## src/rtl/parity_arbiter_pkg.sv

```systemverilog
// Shared types and constants for the parity arbiter: FSM state encoding,
// default sizing and the error-counter ceiling.
package parity_arbiter_pkg;

  typedef enum logic [1:0] {
    IDLE  = 2'd0,
    CHECK = 2'd1,
    DONE  = 2'd2
  } state_t;

  localparam int         NREQ_DEF    = 4;
  localparam int         W_DEF       = 9;
  localparam logic [7:0] ERR_CNT_MAX = 8'd255;

endpackage

```

## src/rtl/parity_arbiter_parity_calc.sv

```systemverilog
// Shared parity resource: XOR reduction of one W-bit word (1 = odd parity).
module parity_calc
  import parity_arbiter_pkg::*;
#(
  parameter int W = W_DEF
) (
  input  logic [W-1:0] word,
  output logic         odd
);

  // XOR over every bit, data and parity alike
  assign odd = ^word;

endmodule

```

## src/rtl/parity_arbiter.sv

```systemverilog
// Round-robin arbiter sharing one parity checker among NREQ requesters.
// Optional saturating parity-error counter enabled by macro PARITY_ERR_CNT_EN.
module parity_arbiter
  import parity_arbiter_pkg::*;
#(
  parameter int NREQ = NREQ_DEF,
  parameter int W    = W_DEF
) (
  input  logic                    clk,
  input  logic                    rst_n,
  input  logic [NREQ-1:0]         req_valid,
  input  logic [NREQ*W-1:0]       req_data,
  output logic [NREQ-1:0]         req_ready,
  output logic                    res_valid,
  input  logic                    res_ready,
  output logic [$clog2(NREQ)-1:0] res_id,
  output logic                    res_ok
`ifdef PARITY_ERR_CNT_EN
  ,
  output logic [7:0]              err_cnt
`endif
);

  localparam int IDW = $clog2(NREQ);

  state_t          state_r;
  state_t          state_next_s;
  logic [IDW-1:0]  ptr_r;
  logic [IDW-1:0]  winner_s;
  logic [NREQ-1:0] grant_s;
  logic            found_s;
  logic            xfer_s;
  int              idx_s;
  logic [W-1:0]    word_r;
  logic [IDW-1:0]  id_r;
  logic            res_ok_r;
  logic            res_valid_r;
  logic            odd_s;

  parity_calc #(.W(W)) u_parity_calc (
    .word (word_r),
    .odd  (odd_s)
  );

  // Round-robin search: first asserted req_valid starting at the pointer
  always_comb begin
    found_s  = 1'b0;
    winner_s = '0;
    idx_s    = 0;
    for (int k = 0; k < NREQ; k++) begin
      idx_s = (int'(ptr_r) + k) % NREQ;
      if (!found_s && req_valid[IDW'(idx_s)]) begin
        found_s  = 1'b1;
        winner_s = IDW'(idx_s);
      end else begin
        found_s  = found_s;
      end
    end
    if (found_s) begin
      grant_s = {{(NREQ-1){1'b0}}, 1'b1} << winner_s;
    end else begin
      grant_s = '0;
    end
  end

  // Next-state decode and grant output; grants only in IDLE and out of reset
  always_comb begin
    state_next_s = state_r;
    req_ready    = '0;
    xfer_s       = 1'b0;
    case (state_r)
      IDLE: begin
        if (rst_n) begin
          req_ready = grant_s;
          xfer_s    = found_s;
        end else begin
          req_ready = '0;
          xfer_s    = 1'b0;
        end
        if (xfer_s) begin
          state_next_s = CHECK;
        end else begin
          state_next_s = IDLE;
        end
      end
      CHECK: state_next_s = DONE;
      DONE: begin
        if (res_ready) begin
          state_next_s = IDLE;
        end else begin
          state_next_s = DONE;
        end
      end
      default: state_next_s = IDLE;
    endcase
  end

  // FSM, capture registers and result registers
  always_ff @(posedge clk or negedge rst_n) begin
    if (!rst_n) begin
      state_r     <= IDLE;
      ptr_r       <= '0;
      word_r      <= '0;
      id_r        <= '0;
      res_ok_r    <= 1'b0;
      res_valid_r <= 1'b0;
    end else begin
      state_r <= state_next_s;
      if (xfer_s) begin
        word_r <= req_data[winner_s*W +: W];
        id_r   <= winner_s;
        ptr_r  <= (winner_s == IDW'(NREQ-1)) ? '0 : winner_s + IDW'(1);
      end
      if (state_r == CHECK) begin
        res_ok_r    <= ~odd_s;
        res_valid_r <= 1'b1;
      end else if ((state_r == DONE) && res_ready) begin
        res_valid_r <= 1'b0;
      end
    end
  end

  assign res_valid = res_valid_r;
  assign res_id    = id_r;
  assign res_ok    = res_ok_r;

`ifdef PARITY_ERR_CNT_EN
  logic [7:0] err_cnt_r;

  // Count rejected words as the consumer accepts them, holding at the ceiling
  always_ff @(posedge clk or negedge rst_n) begin
    if (!rst_n) begin
      err_cnt_r <= 8'd0;
    end else if ((state_r == DONE) && res_ready && !res_ok_r && (err_cnt_r != ERR_CNT_MAX)) begin
      err_cnt_r <= err_cnt_r + 8'd1;
    end
  end

  assign err_cnt = err_cnt_r;
`endif

endmodule

```

## config.mk

```make
export PLATFORM = sky130hd
export DESIGN_NAME = parity_arbiter
export DESIGN_NICKNAME = d
export VERILOG_FILES = /design/src/rtl/parity_arbiter_pkg.sv /design/src/rtl/parity_arbiter_parity_calc.sv /design/src/rtl/parity_arbiter.sv
export SDC_FILE = /design/constraint.sdc
export NUM_CORES = 1
export LEC_CHECK = 0
export CAP_MARGIN = 15
export CORE_MARGIN = 2
export CORE_UTILIZATION = 34
export DETAILED_ROUTE_END_ITERATION = 8
export PLACE_DENSITY = 0.69
export SLEW_MARGIN = 30
export SYNTH_ARGS = -nofsm -noshare
export SYNTH_HDL_FRONTEND = slang
export SYNTH_HIERARCHICAL = 1
export SYNTH_SLANG_ARGS = --single-unit
```

## constraint.sdc

```tcl
create_clock -name clk -period 3.5 [get_ports clk]
set_clock_uncertainty 0.1 [all_clocks]
set_input_delay 1.05 -clock clk [delete_from_list [all_inputs] [get_ports clk]]
set_output_delay 1.05 -clock clk [all_outputs]
set_load 0.03 [all_outputs]
```

* Word-level counts from Yosys, hierarchy flattened
Index checks and enable logic that the tools add are counted.
Storage, ports and cells: register bits after elaboration 17, input port bits 43
Cells by class: add/sub/neg operators 4, $mul 1, order comparisons 4, equality and inequality tests 3, shift-type cells 2, muxes and demuxes 32, bitwise logic cells 1, reduce and logical (&&, ||, !) cells 10
Operators with widths (count):
- variable part select 36 x 7 -> 9 bit | 1
- two-way mux 1 bit | 18
- < comparator 2 x 4 -> 1 bit, second input constant | 4
- two-way mux 2 bit | 6
- two-way mux 4 bit | 3
- XOR reduction 9 bit | 1
- binary-select mux 1 bit (select 2 bit) | 4
- multiplier 2 x 4 -> 6 bit, second input constant | 1
- case mux 2 bit (3 select lines) | 1
- adder 2 x 1 -> 2 bit, second input constant | 2
- adder 2 bit, second input constant | 2
- == test 2 bit, second input constant | 2
- logical AND 1 bit | 4
- << shifter 1 x 2 -> 4 bit, first input constant | 1
- zero test 1 bit | 3
- == test 2 x 1 -> 1 bit, second input constant | 1
- zero test 2 bit | 1
- nonzero test 2 bit | 1
- inverter 1 bit | 1

* Depth between registers and ports, before layout
Gate-level depths: netlist of run 1.
depth in word-level cells 17, depth in mapped cells 7, depth with buffers taken out 7

* Hierarchy
Netlist of run 1, hierarchy kept.
Modules (own cells, without submodules):
- parity_arbiter | times used 1, cells an instance 100, area each 1002.2 µm², sequential area each 425.4 µm²
- parity_calc | times used 1, cells an instance 7, area each 82.6 µm², sequential area each 0.0 µm²

* Least setup slack after synthesis of run 1
Ideal clock, no wire load.
path kind in2out, start point in req_valid[2], end point out req_ready[2], data arrival time 2309 ps, required time 2350 ps, path slack 41 ps, stages 5, buffers on the path 0, path through nand2b_1 > a21o_2 > nand2_2 > nand2_1 > nor3_1
Between the ends: cells in the longest elaborated chain, start to end 17, elaborated cells between the ends (all ways) 30
RTL lines:
- start: declaration | RTL line parity_arbiter.sv:11 | input logic [NREQ-1:0] req_valid,
- binary-select mux 1 bit (select 2 bit) | RTL line parity_arbiter.sv:52 | if (!found_s && req_valid[IDW'(idx_s)]) begin
- two-way mux 1 bit (implied by the code) (2 in series) | RTL line parity_arbiter.sv:52
- two-way mux 1 bit | RTL line parity_arbiter.sv:52
- zero test 1 bit | RTL line parity_arbiter.sv:52
- logical AND 1 bit | RTL line parity_arbiter.sv:52
- two-way mux 1 bit | RTL line parity_arbiter.sv:52
- zero test 1 bit | RTL line parity_arbiter.sv:52
- logical AND 1 bit | RTL line parity_arbiter.sv:52
- two-way mux 1 bit | RTL line parity_arbiter.sv:52
- zero test 1 bit | RTL line parity_arbiter.sv:52
- logical AND 1 bit | RTL line parity_arbiter.sv:52
- two-way mux 2 bit | RTL line parity_arbiter.sv:52
- << shifter 1 x 2 -> 4 bit | RTL line parity_arbiter.sv:60 | grant_s = {{(NREQ-1){1'b0}}, 1'b1} << winner_s;
- two-way mux 4 bit (*) | RTL line parity_arbiter.sv:59 | if (found_s) begin
- two-way mux 4 bit (*) | RTL line parity_arbiter.sv:73 | if (rst_n) begin
- two-way mux 4 bit (*) | RTL line parity_arbiter.sv:71 | case (state_r)
- end: declaration | RTL line parity_arbiter.sv:13 | output logic [NREQ-1:0] req_ready,
Mark *: on every way between the ends. The rest lies on a longest branch, timed or not. The select of a mux whose other input is x is not followed.

* Worst setup path in the final report of run 1
start point in req_valid[0], end point out req_ready[0]
The elaborated chain is that of the path after synthesis.

==> results of run 1 <==
## kinds of logic (layout without fill, tap and decap cells)
family / after synthesis / in the layout / synth area share, %
flip-flops: 17 / 17 / 39.2
adder cells (fa/ha/maj): 1 / 1 / 1.15
XOR/XNOR: 7 / 7 / 7.61
buffers and inverters: 6 / 70 / 3.69
multiplexers: 19 / 19 / 17.5
AND/OR/NAND/NOR: 39 / 39 / 17.8
AO/OA/AOI/OAI: 18 / 18 / 13.0
## power by group
group | switching, W | internal, W | leakage, nW
registers | 0.0000830 | 0.000290 | 0.210
logic | 0.000356 | 0.000405 | 0.576
clock network | 0.0000559 | 0.0000443 | 0.0150
## area by class of cell
cell class,instances,area (sq um),area share [%]
Multi-Input combinational cell,84,656,37.3
Timing Repair Buffer,62,578,32.9
Sequential cell,17,425,24.2
Tap cell,44,55.1,3.14
Clock buffer,4,26.3,1.50
Inverter,4,15.0,0.855
## synth_stat cells, drive strengths merged, types with 2 or more instances
cell,instances
nand2,24
o221ai,10
inv,4
nand2b,2
mux2i,19
o21ai,3
nor2,7
xnor2,5
buf,2
o21a,2
dfrtp,17
## state kept, by name, summed over array words and instances, names as in the netlist
| signal | count |
|---|---|
| res_id | 2 |
| res_valid | 1 |
| word_r | 9 |
| ptr_r | 2 |
| state_r | 2 |
| res_ok | 1 |
## per-layer routing
metal / vias to the layer above / GRT usage (%) / part of all wire (%)
met5: - / 0 / 0
met2: 15 / 34.2 / 56
met3: 2 / 2.77 / 2.7
li1: 510 / - / -
met4: 0 / 6.52 / 0.92
met1: 507 / 19.2 / 40
## stage by stage
step | instance area [sq um] | instances | util, % | TNS, ns
CTS | 1750 | 215 | 57.3 | 0
global route | 1760 | 215 | 57.5 | 0
global placement | 1700 | 211 | 55.5 | -0.959
detailed placement | 1700 | 211 | 55.5 | -1.05
finish | 1760 | 215 | 57.5 | 0
floorplan | 1080 | 107 | - | 0
## how the worst min path moves through the flow
stage | start | to | slack [ns]
2_1_floorplan | state_r[1]$_DFF_PN0_ | res_valid$_DFFE_PN0P_ | 0.35
3_3_place_gp | res_id[1]$_DFFE_PN0P_ | res_id[1]$_DFFE_PN0P_ | 0.37
3_5_place_dp | state_r[1]$_DFF_PN0_ | res_valid$_DFFE_PN0P_ | 0.39
4_1_cts | state_r[1]$_DFF_PN0_ | res_valid$_DFFE_PN0P_ | 0.40
5_1_grt | state_r[1]$_DFF_PN0_ | res_valid$_DFFE_PN0P_ | 0.43
6_report | state_r[1]$_DFF_PN0_ | res_valid$_DFFE_PN0P_ | 0.40
## timing repair
action,in CTS,in global routing
gates cloned,0,0
resized for setup,11,4
endpoints found under the setup margin,4,3
pin swaps,2,1
==> out/results.ini, run 1 <==
[timing]
rsz0062_at_grt = false
finalSetupViolCount = 0
worst-slew-pin-transition_ns = 0.379
finalMaxSlewViolations = 0
period_minus_slack_ns = 3.45
holdWs_ns = 0.400
fin_crit_sh_pct = 98.5
fmaxAchievable_mhz = 290
setup_slack_ns = 0.0520
slew_headroom_pct = 74.5
final-hold-violation-count = 0

[die]
die_x_um = 60.5
die_area_sq_um = 3660
initial_core_util_pct = 35.5
core-area_sq_um = 3050
num_rows = 20
io_pins = 51
die_h_um = 60.5

[clocking]
clk_pin_slew_ns = 0.09
clkSinkCount = 17
postCtsHoldBufs = 0
worstSkewPairLatency_ns = 0.28
cts_buffers = 3
htreeDepth = 1
post-cts-setup-buffer-count = 0
clockBufferDepth = 2
clockRootBuffer = clkbuf_4
cts_tree = yes

[critical_path]
worst_r2r_path_depth = 7
endpoint = req_ready[0]
worstPathCellList = dlygate4sd2_1 -> or4_4 -> nand3_4 -> inv_2 -> nand2_2 -> nor2_1 -> buf_4
rr_startpoint = ptr_r[1]$_DFFE_PN0P_
arrival_ns = 2.30
path_buf_inv = 3
crit_fanout = 5
slowest_stage = or4_4
required_ns = 2.35
startpoint_type = input pin
cp-startpoint = req_valid[0]
crit_cells = 7
critPathMaxStageDelay_ns = 0.54
critPathKind = input pin to output pin
critPathTopFamily = simple AND/OR/NAND/NOR gates
end_kind = output pin
reg2reg_setup_slack_ns = 1.54
r2r_end = word_r[1]$_DFFE_PN0P_

[yosys]
synthFlopType = dfrtp_1
synth.cell_area_sq_um = 1080
synth_top_area_cell = dfrtp_1
synth_fp_nets = 151
synth_edf_count = 0
ys_seq_area_share_pct = 39.2
yosys_warnings = 6
yosysUniqueCellTypes = 29
ys_top_cells_by_area = dfrtp_1 (39%), mux2i_1 (18%), o221ai_1 (8.1%)
synthArstFlopShare_pct = 100
syn-instance-count = 107
synth_top_cell_area_share_pct = 39.2
synth-seq-cells = 17
postSynthAreaPerCell_sq_um = 10.1

[drt]
post_drt_wl_per_cell_um = 13.7
dr.pass1.iters = 4
drc = 0
drt_iter0_drc = 23
drt_wl_total_mm = 2.95
ant_nets = 0
via_per_inst = 4.81
routed-via-count = 1034

[power]
leakage_nw = 0.801
ir_drop_mv = 0.370
p_per_area_nw_per_um2 = 703
p_total_w = 0.00123

[final_layout]
fillCellCount = 291
fin_nets = 216
final_common_cell = clkdlybuf4s50_1
syn_to_final_growth_pct = 61.8
diodes = 0
drive_gt1_share_pct = 19.3
layout_common_cells = clkdlybuf4s50_1 (42), nand2_1 (20), mux2i_1 (19), dfrtp_1 (17), buf_4 (15)

[global_routing]
grt_max_degree = 18
grt.overflow.total = 0
track_usage_pct = 17.6
grt_antenna_before_repair = 0
grt_first_pass_wirelength_mm = 4.71
grt_pass1_vias = 1083

[place]
place_hpwl_mm = 2.46
place_worst_setup_slack_ns = -0.312
gp_congestion = 0.761
port_buffers = 50

[min_path]
worstHoldPathCells = 1
hp-class = flop to flop

[outcome]
status = completed

[flow_run]
cap_violations = 0

No activity file was read; power rests on OpenSTA's default activity.
==> run 2: changes to the inputs <==
CELL_PAD_IN_SITES_DETAIL_PLACEMENT = 1   (was not set)
CELL_PAD_IN_SITES_GLOBAL_PLACEMENT = 2   (was not set)
CORE_UTILIZATION = 23   (was 34)
PLACE_DENSITY = 0.83   (was 0.69)
==> run 2 against run 1 <==
Global-route usage shrank 4.9 points; hold slack got worse by 0.011 ns; combinational power down 1%; highest routed layer unchanged; critical endpoint is now req_ready[3]; sequential cell count is the same; utilization shrank 18 points; critical path type unchanged; clock-buffer cell count decreased by 1.
==> out/results.ini, run 2 (synthesized netlist as in run 1, its figures left out) <==
[outcome]
status = completed

[drt]
routed-via-count = 1022  ; -1.2%
via_per_inst = 4.58  ; -4.7%
drt_wl_total_mm = 3.20  ; +8.4%
drt_iter0_drc = 84  ; +270%
ant_nets = 0  ; unchanged
drc = 0  ; unchanged
dr.pass1.iters = 4  ; unchanged
post_drt_wl_per_cell_um = 14.3  ; +4.5%

[critical_path]
required_ns = 2.35  ; about the same
crit_fanout = 5  ; unchanged
end_kind = output pin
startpoint_type = input pin
worstPathCellList = dlygate4sd2_1 -> or4_4 -> nand3_4 -> inv_2 -> and2_1 -> buf_4
critPathKind = input pin to output pin
reg2reg_setup_slack_ns = 1.56  ; +0.02 ns
arrival_ns = 2.23  ; -0.07 ns
slowest_stage = or4_4
critPathMaxStageDelay_ns = 0.44  ; -0.10 ns

[power]
pwr-share-clk_pct = 12.0  ; +3.9 points
ir_drop_mv = 0.222  ; -40%
combPwrFrac_pct = 58.9  ; -2.8 points
seq_power_share_pct = 29.2  ; -1.0 points
intPower_w = 0.000770  ; +4.2%
leakage_nw = 0.806  ; +0.65%
p_sw_w = 0.000506  ; +2.3%
p_per_area_nw_per_um2 = 727  ; +3.5%
swShare_pct = 39.7  ; -0.44 points

[timing]
period_minus_slack_ns = 3.38  ; -0.0686 ns
setup_slack_ns = 0.121  ; +0.0686 ns
fmaxAchievable_mhz = 296  ; +2.0%
rsz0062_at_grt = false
worst-slew-pin-transition_ns = 0.439  ; +0.0606 ns
final-hold-violation-count = 0  ; unchanged
finalSetupViolCount = 0  ; unchanged
fin_crit_sh_pct = 96.6  ; -2.0 points
finalMaxSlewViolations = 0  ; unchanged
slew_headroom_pct = 70.4  ; -4.1 points

[die]
io_pins = 51  ; unchanged
die_h_um = 72.7  ; +20%
core-area_sq_um = 4440  ; +46%
initial_core_util_pct = 24.4  ; -11 points
die_x_um = 72.7  ; +20%
die_area_sq_um = 5280  ; +44%
num_rows = 24  ; +20%

[final_layout]
finalCoreUtilization_pct = 39.5  ; -18 points
final_common_cell = clkdlybuf4s50_1
syn_to_final_growth_pct = 61.7  ; about the same
drive_gt1_share_pct = 19.9  ; +0.58 points
largest_reg_flops = 9  ; unchanged
diodes = 0  ; unchanged
fin_nets = 216  ; unchanged
layout_common_cells = clkdlybuf4s50_1 (42), nand2_1 (20), mux2i_1 (19), dfrtp_1 (17), buf_4 (16)
regMostFlops = word_r

[place]
place_worst_setup_slack_ns = -0.273  ; +0.0396 ns
place_hpwl_mm = 2.69  ; +9.5%
gp_congestion = 0.796  ; +4.6%
port_buffers = 50  ; unchanged

[min_path]
hp-class = flop to flop

[global_routing]
grt_first_pass_wirelength_mm = 5.13  ; +9.1%
grt.overflow.total = 0  ; unchanged
track_usage_pct = 12.7  ; -4.9 points
grt_max_degree = 18  ; unchanged
grt_antenna_before_repair = 0  ; unchanged
grt_pass1_vias = 1084  ; +0.092%

[clocking]
postCtsHoldBufs = 0  ; unchanged
clkSinkCount = 17  ; unchanged
cts_tree = yes
worstSkewPairLatency_ns = 0.26  ; -0.02 ns
clockRootBuffer = clkbuf_8
htreeDepth = 1  ; unchanged
clockBufferDepth = 2  ; unchanged
cts_buffers = 3  ; unchanged
clk_pin_slew_ns = 0.07  ; -0.02 ns

[flow_run]
cap_violations = 0  ; unchanged

==> run 2: cell count changes in the layout (fill, tap and decap cells not counted) <==
cell	before	now
buf_4	15	16
clkinv_2	0	1
clkbuf_4	3	0
clkbuf_2	1	3
clkdlybuf4s15_2	1	0
dlygate4sd2_1	2	1
o221ai_1	9	10
buf_6	1	0
o221ai_4	1	0
clkbuf_1	1	0
clkbuf_8	0	3
==> run 2: per-layer routing <==
layer	part of all wire, %	vias up	GRT usage, %
li1	-	511	-
met1	40	486	14.1
met2	55	21	23.8
met3	3.5	4	3.18
met4	1.2	0	3.70
met5	0	-	0
==> run 2: path summary, 6_finish.rpt <==
path,from,to,cells past startpoint
hold reg to reg,res_id[0]$_DFFE_PN0P_,res_id[0]$_DFFE_PN0P_,2
hold / removal,res_id[0]$_DFFE_PN0P_,res_id[0]$_DFFE_PN0P_,2
setup reg to reg,ptr_r[0]$_DFFE_PN0P_,word_r[6]$_DFFE_PN0P_,7
min in group asynchronous,rst_n,word_r[4]$_DFFE_PN0P_,2
setup / recovery,req_valid[0],req_ready[3],6
max in group asynchronous,rst_n,ptr_r[1]$_DFFE_PN0P_,2
==> run 2: final cells by class <==
type                            instances  area (sq um)
Clock buffer                            3          41.3
Clock inverter                          1          5.00
Fill cell                             529          2690
Inverter                                4          15.0
Multi-Input combinational cell         84           638
Sequential cell                        17           425
Tap cell                               52          65.1
Timing Repair Buffer                   62           564
==> run 2: critical path, delay by kind of cell <==
family / cells / cell delay (ns)
AND/OR/NAND/NOR: 3 / 0.70
buffers and inverters: 3 / 0.49
==> run 2: timing repair <==
item,CTS,global route
setup endpoints to repair,4,4
pin swaps,1,1
cloned,0,0
gates resized for setup,7,7
setup buffers,1,0
==> run 2: metrics by stage <==
stage	TNS, ns	power, W	instance area, sq um	instances	hold slack [ns]
final	0	0.00128	1750	223	0.389
after global routing	0	0.00137	1750	223	0.443
after detailed placement	-0.991	0.00112	1700	218	0.382
after CTS	0	0.00129	1760	223	0.400
after global placement	-0.777	0.00109	1700	218	0.364
after floorplan	0	0.000875	1080	107	0.353
==> run 2: power groups by stage <==
stage | sequential [W] | combinational (W) | clock, W
final | 0.000372 | 0.000751 | 0.000152
after global routing | 0.000389 | 0.000820 | 0.000165
after global placement | 0.000370 | 0.000717 | 0
after floorplan | 0.000399 | 0.000476 | 0
after CTS | 0.000375 | 0.000756 | 0.000158
after detailed placement | 0.000379 | 0.000740 | 0
